File: src/rtl/pc_next_sel.sv
// Next-PC selector: priority redirect among NSRC sources, sequential increment,
// and a one-entry pending buffer that holds a redirect arriving during stall.
module pc_next_sel #(
  parameter int                WIDTH    = 32,
  parameter int                NSRC     = 4,
  parameter int                INC      = 4,
  parameter int                ALIGN    = 2,
  parameter logic [WIDTH-1:0]  RESET_PC = '0
) (
  input  logic                        clk,
  input  logic                        rst,
  input  logic [NSRC-1:0]             src_req,
  input  logic [NSRC*WIDTH-1:0]       src_addr,
  input  logic                        stall,
  output logic [WIDTH-1:0]            pc,
  output logic [$clog2(NSRC+1)-1:0]   src_idx,
  output logic                        redirected,
  output logic                        misalign,
  output logic                        pend_valid,
  output logic                        pend_drop
);

  localparam int               IDXW       = $clog2(NSRC+1);
  localparam logic [WIDTH-1:0] ALIGN_MASK = {WIDTH{1'b1}} << ALIGN;

  logic             any_req;
  logic [IDXW-1:0]  win_idx;
  logic [WIDTH-1:0] win_addr;
  logic [WIDTH-1:0] tgt;
  logic             tgt_mis;

  logic [WIDTH-1:0] pend_addr;
  logic [IDXW-1:0]  pend_idx;
  logic             pend_mis;

  // Scan high to low so the lowest asserted index is the last (winning) write.
  always_comb begin
    any_req  = 1'b0;
    win_idx  = '0;
    win_addr = '0;
    for (int i = NSRC-1; i >= 0; i--) begin
      if (src_req[i]) begin
        any_req  = 1'b1;
        win_idx  = IDXW'(i);
        win_addr = src_addr[i*WIDTH +: WIDTH];
      end
    end
  end

  assign tgt     = win_addr & ALIGN_MASK;
  assign tgt_mis = |(win_addr & ~ALIGN_MASK);

  always_ff @(posedge clk or posedge rst) begin
    if (rst) begin
      pc         <= RESET_PC;
      src_idx    <= IDXW'(NSRC);
      redirected <= 1'b0;
      misalign   <= 1'b0;
      pend_valid <= 1'b0;
      pend_drop  <= 1'b0;
      pend_addr  <= '0;
      pend_idx   <= '0;
      pend_mis   <= 1'b0;
    end else begin
      pend_drop <= 1'b0;
      if (!stall) begin
        // A live request supersedes the buffer; either way the buffer empties.
        pend_valid <= 1'b0;
        if (any_req) begin
          pc         <= tgt;
          src_idx    <= win_idx;
          redirected <= 1'b1;
          misalign   <= tgt_mis;
        end else if (pend_valid) begin
          pc         <= pend_addr;
          src_idx    <= pend_idx;
          redirected <= 1'b1;
          misalign   <= pend_mis;
        end else begin
          pc         <= pc + WIDTH'(INC);
          src_idx    <= IDXW'(NSRC);
          redirected <= 1'b0;
          misalign   <= 1'b0;
        end
      end else if (any_req) begin
        pend_drop  <= pend_valid;
        pend_valid <= 1'b1;
        pend_addr  <= tgt;
        pend_idx   <= win_idx;
        pend_mis   <= tgt_mis;
      end
    end
  end

endmodule

File: config.mk
export PLATFORM = sky130hd
export DESIGN_NAME = pc_next_sel
export DESIGN_NICKNAME = d
export VERILOG_FILES = /design/src/rtl/pc_next_sel.sv
export SDC_FILE = /design/constraint.sdc
export NUM_CORES = 1
export LEC_CHECK = 0
export CAP_MARGIN = 20
export CORE_MARGIN = 2
export CORE_UTILIZATION = 48
export DETAILED_ROUTE_END_ITERATION = 10
export PLACE_DENSITY = 0.87
export SYNTH_ARGS = -nofsm -noshare
export SYNTH_HDL_FRONTEND = slang
export SYNTH_SLANG_ARGS = --single-unit
File: constraint.sdc
create_clock -name clk -period 6.8 [get_ports clk]
set_clock_uncertainty 0.05 [all_clocks]
set_input_delay 1.36 -clock clk [delete_from_list [all_inputs] [get_ports clk]]
set_output_delay 1.36 -clock clk [all_outputs]
set_load 0.02 [all_outputs]
After elaboration in Yosys (flattened, before gate mapping)
Cells that the tools add are included.
Word-level totals
  word-level logic and storage cells: 37
  register bits: 73
  input port bits: 135
Cells by class
  mux-type cells: 24
  reduce and logical (&&, ||, !) cells: 2
  equal/unequal tests: 1
  add/subtract/negate cells: 1
Operators by type and width (number)
  2-to-1 mux 32 bit: 6
  adder 32 x 3 -> 32 bit (second input constant): 1
  2-to-1 mux 1 bit: 12
  2-to-1 mux 3 bit: 4
  2-to-1 mux 2 bit: 2
  inequality test 2 x 1 -> 1 bit (second input constant): 1
  AND reduction 2 bit: 1
  OR reduction 2 bit: 1

Logic depth before layout (Yosys ltp)
Gate-level depths: netlist of the first run.
  depth in word-level cells: 6
  gate-level depth with buffers: 8
  gate-level depth less buffers: 6

Worst setup path after synthesis of the first run
Ideal clock, no wire load.
  path kind: in2reg
  start: input port src_req[2]
  end: register pend_addr[14]
  stages on the path: 6
  slack: 3.839 ns
  data required time: 6.625 ns
  path buffers: 3
  arrival: 2.786 ns
  cells stage by stage: buf_2 -> or4_1 -> buf_2 -> nand2_1 -> buf_2 -> mux2_2
Between the ends
  longest elaborated chain between the ends: 4
  elaborated cells between the ends (all ways): 7
  classes of those cells: 6 x mux; 1 x reduce/logical
Ends and longest elaborated chain
  start, declared: line 12  | input logic [NSRC-1:0] src_req,
  2-to-1 mux 1 bit (3 in a row): line 42  | if (src_req[i]) begin
  AND reduction 2 bit (no line)
  end signal, assigned: line 88  | pend_addr <= tgt;
  end, declared: line 32  | logic [WIDTH-1:0] pend_addr;
Several ways; a longest one is shown, not always the timed one.
A chain may end at the register's enable or synchronous reset.

Worst setup path in the final report of the first run
  start: input port src_req[2]
  end: register pc[9]
Between the ends
  longest elaborated chain between the ends: 4
  elaborated cells between the ends (all ways): 7
  classes of those cells: 7 x mux
Ends and longest elaborated chain
  2-to-1 mux 32 bit / 2-to-1 mux 1 bit (equally long branches) (3 in a row): line 42
  2-to-1 mux 32 bit (*): line 69  | if (any_req) begin
  end signal, assigned: line 70  | pc <= tgt;
  end signal, assigned: line 75  | pc <= pend_addr;
  end signal, assigned: line 80  | pc <= pc + WIDTH'(INC);
  end, declared: line 15  | output logic [WIDTH-1:0] pc,
Mark *: on every way between the ends. The rest lies on a longest branch, timed or not.

==> run summary, run 1 <==
RSZ-0062 raised after global routing - false
crit path capture type - flip-flop
status - completed
pin count of the biggest net entering global routing - 71
endpoints failing setup - 0
Worst R2R End - pc[12]
synth top area cells - dfrtp_1 38%, o21ai_0 4.7%, nand2_1 4.4%, nor2_1 3.7%, mux2_2 3.5%
Post-Layout Cell Count - 798
PortBufs - 171
Max Clock Freq - 242.2 MHz
final instance area - 6457 sq um
worst-margin pin slew - 1035 ps
Pleak - 2.471 nW
Yosys top cell by area - dfrtp_1
GRT Util Overall - 31.73%
CTS H-tree depth - 3
WS Path Type - in2reg
drt via density - 6.491
crit path DAT - 4360 ps
Pins Over Slew Limit - 0
Mapped Cells - 536
Reg2Reg Setup Slack - 4190 ps
RePlAce Congestion - 0.8827
clk buf depth - 2
DIE AREA - 10190 sq um
TritonCTS clock tree - built
worst hold path endpoint - pend_addr[27]
later-pin clock latency in the skew report - 350 ps
vias in the first global route - 5131
Yosys top cell area share - 38.26%
synthesis-to-finish area growth - 43.08%
post-layout min period - 4128 ps
Rows - 35
mapped cell area - 4513 sq um
Avg Cell Area, Syn - 8.420 sq um
Cells after DPL - 781
CP Launch Type - primary input
Seq/Total Area, Yosys - 38.84%
reg-to-reg critical path startpoint - pend_valid
Antenna Nets Post-Route - 0
count leader, synth - dfrtp_1
r2r worst-path depth - 6
Post-CTS Resized - 0
GR Overflow Total - 0
nets@finish - 818
met2 wire len - 8.014 mm
Crit Path Max Fanout - 23
postcts setup bufs - 0
CTS Buf Count - 9
# IOs - 174
final-report hold violation count - 0
synth unique cells - 68
Synth top cells by count - 69 x dfrtp_1, 53 x nand2_1, 45 x nor2_1
Max VDD drop - 0.1248 mV
hold depth - 2
Post-synth EDFFs - 0
share of cells above drive strength 1 - 7.424%
Pwr Density - 197.8 nW/um^2
Slew HR - 31.03%
synthesized flop and latch total - 70
antenna violations before repair - 0
# clock sinks - 70
Final Cycle Share - 60.71%
Max Used Layer - met4
initial core utilization - 49.07%
Ys Warns - 0
Clock transition at path regs - 80 ps
DRC - 0
average wire per standard cell - 20.17 um
Routed WL - 16.10 mm
Filler Cells Inserted - 730
CP Launch Point - src_req[2]
final setup margin - 2672 ps
CTS Hold Bufs - 0
Fin Setup TNS - 0 ps
metal3 WL - 1.261 mm
DRT met1 WL - 6.272 mm
Final Core Density - 70.22%
detailed-route via count - 5180
Synth Flop Type - dfrtp_1
# diodes - 0
root buffer cell - clkbuf_8
core area - 9196 sq um
HPWL after DPL - 11.35 mm
pre-CTS setup slack - 2401 ps
first-pass GRT wire length - 25.42 mm
Die Y - 101.0 um
initial DRC count - 431
DP Area - 6227 sq um
Async SR Flop Fraction - 100.0%
Initial DRT Pass Iterations - 8
MaxCap Viol Count - 0
die extent in x - 101.0 um
hold path start - pend_addr[27]
critical path required time - 7030 ps
Min-Delay Path Class - reg2reg
## metal layers
metal  track usage, %  vias up
li1                 -     2347
met3            7.004       56
met1            40.29     2494
met2            52.46      283
met5                0        -
met4            12.99        0
## where the power goes
group / total [mW] / switching (mW) / internal, mW
combinational: 0.370 / 0.181 / 0.189
clock: 0.375 / 0.160 / 0.216
sequential: 0.532 / 0.0617 / 0.470
## state kept, by name, indices dropped and copies added (netlist names)
| signal | cells |
|---|---|
| pend_valid | 1 |
| pend_mis | 1 |
| pend_drop | 1 |
| src_idx | 3 |
| pend_addr | 30 |
| pc | 30 |
| pend_idx | 2 |
| redirected | 1 |
| misalign | 1 |
## stage by stage
stage / hold WS [ps] / power [mW]
2_1_floorplan: 394.6 / 0.7117
3_3_place_gp: 412.7 / 0.8891
3_5_place_dp: 424.5 / 0.9021
4_1_cts: 441.9 / 1.275
5_1_grt: 460.0 / 1.331
6_report: 437.1 / 1.277
## placed cells by master, fill, tap and decap left out, drive strengths merged, types with 4 or more instances in the layout
cell type,n
nor4,9
a22oi,4
nor2,47
clkbuf,12
mux2,14
a211oi,5
a221o,13
a31oi,10
nor2b,5
nand2,54
o22ai,19
and3,7
o31ai,7
o21ai,61
o221ai,10
a21oi,30
nor3,9
nand4,14
dfrtp,69
nand3,12
a221oi,16
o211ai,4
clkdlybuf4s50,170
inv,15
buf,9
## cells by family after synthesis
| logic type | count (synthesis) | synth area share, % |
|---|---|---|
| adder cells (fa/ha/maj) | 1 | 0.2772 |
| multiplexers | 15 | 3.715 |
| buffers and inverters | 61 | 5.545 |
| other | 1 | 0.08309 |
| XOR/XNOR | 4 | 0.7764 |
| flip-flops | 70 | 38.84 |
| AND/OR/NAND/NOR | 178 | 19.88 |
| AO/OA/AOI/OAI | 206 | 30.88 |
## how the worst max path moves through the flow
stage / end / slack (ps)
finish: pc[9] / 2670
global route: pc[9] / 2480
CTS: pc[9] / 2740
detailed placement: pc[9] / 2400
global placement: pc[9] / 2540
floorplan: misalign / 3620
## worst max-delay path, stage by stage
cell             delay (ps)
clkdlybuf4s50_1         700
buf_4                   370
or4_1                   720
nor2_2                  570
a21oi_1                 200
a31oi_1                 240
o22a_1                  180
## cell type report
type	count	area, sq um	share of cell area (%)
clock buffers	12	145.1	2.248
clock inverters	4	70.07	1.085
inverters	16	60.06	0.9301
multi-input cells	406	2516	38.97
flip-flops and latches	70	1753	27.15
well taps	111	138.9	2.151
repair buffers	179	1774	27.48
Power figures use the tool's default switching activity.
==> run 2: changes to the inputs <==
--- a/config.mk
+++ b/config.mk
@@ -7,9 +7,9 @@
 export LEC_CHECK = 0
 export CAP_MARGIN = 20
 export CORE_MARGIN = 2
-export CORE_UTILIZATION = 48
+export CORE_UTILIZATION = 45
 export DETAILED_ROUTE_END_ITERATION = 10
-export PLACE_DENSITY = 0.87
+export PLACE_DENSITY = 0.82
 export SYNTH_ARGS = -nofsm -noshare
 export SYNTH_HDL_FRONTEND = slang
 export SYNTH_SLANG_ARGS = --single-unit
==> constraint.sdc (replaced) <==
create_clock -name clk -period 4 [get_ports clk]
set_clock_uncertainty 0.05 [all_clocks]
set_input_delay 0.8 -clock clk [delete_from_list [all_inputs] [get_ports clk]]
set_output_delay 0.8 -clock clk [all_outputs]
set_load 0.02 [all_outputs]
==> run 2 against run 1 <==
Total power is 67% higher. Cell area grew 1.0%. Critical path type unchanged. Via count increased by 0.37%. Utilization fell by 3.5 points. Worst setup slack got worse by 1700 ps. Register-to-register slack lost 2600 ps. Die area up 6.4%. Worst hold slack lost 6.5 ps. Non-clock buffer count is 8 higher.
==> run summary, run 2 (synthesis results as in run 1) <==
status - completed
Routed WL - 16.51 mm (+2.5%)
Tot Pwr - 2.131 mW (+67%)
Critical Path, Cell by Cell - clkdlybuf4s50_1, or2_1, a221oi_1, nor2_1, a2111oi_0, nor3_1
Pins Over Slew Limit - 0 (unchanged)
MaxCap Viol Count - 0 (unchanged)
initial core utilization - 46.17% (-2.9 points)
pin count of the biggest net entering global routing - 71 (unchanged)
TritonCTS clock tree - built
Pleak - 2.493 nW (+0.88%)
clk buf depth - 2 (unchanged)
CP Launch Type - primary input
root buffer cell - clkbuf_8
postcts setup bufs - 0 (unchanged)
Pwr Density - 326.7 nW/um^2 (+65%)
Die Y - 104.1 um (+3.1%)
crit path capture type - flip-flop
CTS Buf Count - 9 (unchanged)
detailed-route via count - 5199 (+0.37%)
pre-CTS setup slack - 676.7 ps (-1724 ps)
GRT Util Overall - 30.71% (-1.0 points)
Final Cycle Share - 74.80%
HPWL after DPL - 12.22 mm (+7.7%)
core area - 9774 sq um (+6.3%)
CTS Hold Bufs - 0 (unchanged)
most common cell after layout, fill and taps aside - clkdlybuf4s50_1
RePlAce Congestion - 0.9275 (+5.1%)
post-layout min period - 2992 ps
Regs by FF count - pc: 30 flops, pend_addr: 30 flops, src_idx: 3 flops
Max Clock Freq - 334.2 MHz
final setup margin - 1008 ps (-1664 ps)
# clock sinks - 70 (unchanged)
Crit Path Max Fanout - 26 (+13%)
synthesis-to-finish area growth - 44.52%
WS Path Type - in2reg
Rows - 36 (+2.9%)
hold slack - 430.7 ps (-6.463 ps)
worst-margin pin slew - 996.7 ps (-37.89 ps)
Min-Delay Path Class - reg2reg
final-report hold violation count - 0 (unchanged)
share of cells above drive strength 1 - 8.633% (+1.2 points)
vias in the first global route - 5202 (+1.4%)
PortBufs - 171 (unchanged)
DRC - 0 (unchanged)
Antenna Nets Post-Route - 0 (unchanged)
Filler Cells Inserted - 809 (+11%)
Final Core Density - 66.73% (-3.5 points)
slowest stage delay, CP - 650 ps (-70 ps)
initial DRC count - 537 (+25%)
average wire per standard cell - 19.93 um (-1.2%)
Max VDD drop - 0.1925 mV (+54%)
first-pass GRT wire length - 26.87 mm (+5.7%)
Post-CTS Resized - 0 (unchanged)
Fin Setup TNS - 0 ps (unchanged)
GR Overflow Total - 0 (unchanged)
antenna violations before repair - 0 (unchanged)
crit path DAT - 3150 ps (-1210 ps)
Initial DRT Pass Iterations - 5 (-3)
drt via density - 6.279 (-3.3%)
CTS H-tree depth - 3 (unchanged)
critical path required time - 4160 ps (-2870 ps)
# diodes - 0 (unchanged)
DIE AREA - 10850 sq um (+6.4%)
endpoints failing setup - 0 (unchanged)
Slew HR - 33.55% (+2.5 points)
Slowest-stage cell, CP - or2_1
die extent in x - 104.1 um (+3.1%)
RSZ-0062 raised after global routing - false
Clock transition at path regs - 70 ps (about the same)
most frequent cells in the layout - 170 x clkdlybuf4s50_1, 69 x dfrtp_1, 53 x nand2_1, 45 x nor2_1, 42 x o21ai_0
later-pin clock latency in the skew report - 350 ps (about the same)
# IOs - 174 (unchanged)
nets@finish - 826 (+0.98%)
==> run 2: area by class of cell <==
type	instances	area [sq um]	share of cell area [%]
Clock buffer	11	141.4	2.168
Tap cell	133	166.4	2.551
Clock inverter	5	58.81	0.9016
Multi-Input combinational cell	406	2516	38.58
Inverter	16	60.06	0.9208
Sequential cell	70	1753	26.88
Timing Repair Buffer	187	1827	28.01
==> run 2: path summary, 6_finish.rpt <==
check                              start             to  slack (ps)  cells past startpoint
max                           src_req[0]         pc[23]        1010                      6
min reg2reg                pend_addr[25]  pend_addr[25]         430                      2
min in group asynchronous            rst  pend_addr[29]         990                      3
max in group asynchronous            rst  pend_addr[18]        2320                      3
max reg2reg                        pc[2]         pc[30]        1550                      6
min                        pend_addr[25]  pend_addr[25]         430                      2
==> run 2: power breakdown <==
part           internal [mW]  total (mW)  switching, mW
Clock                  0.305       0.589          0.283
Sequential             0.799       0.907          0.108
Combinational          0.325       0.636          0.310
Total                   1.43        2.13          0.702
==> run 2: metal layers <==
layer / track usage [%] / share of wire, % / vias to the layer above
met5: 0 / 0 / -
met4: 9.653 / 2.5 / 0
met3: 6.642 / 7.5 / 40
met2: 51.22 / 50 / 268
met1: 39.88 / 40 / 2530
li1: - / - / 2361
==> run 2: per-stage QoR <==
stage | cells | cell area, sq um
floorplan | 537 | 4517
global placement | 812 | 6322
detailed placement | 812 | 6322
CTS | 828 | 6523
global route | 828 | 6523
finish | 828 | 6523
==> run 2: worst max-delay path, delay by kind of cell <==
kind | cells | cell delay, ps
buffers and inverters | 1 | 590
and+or+nand+nor | 3 | 920
AOI/OAI and AO/OA | 2 | 840
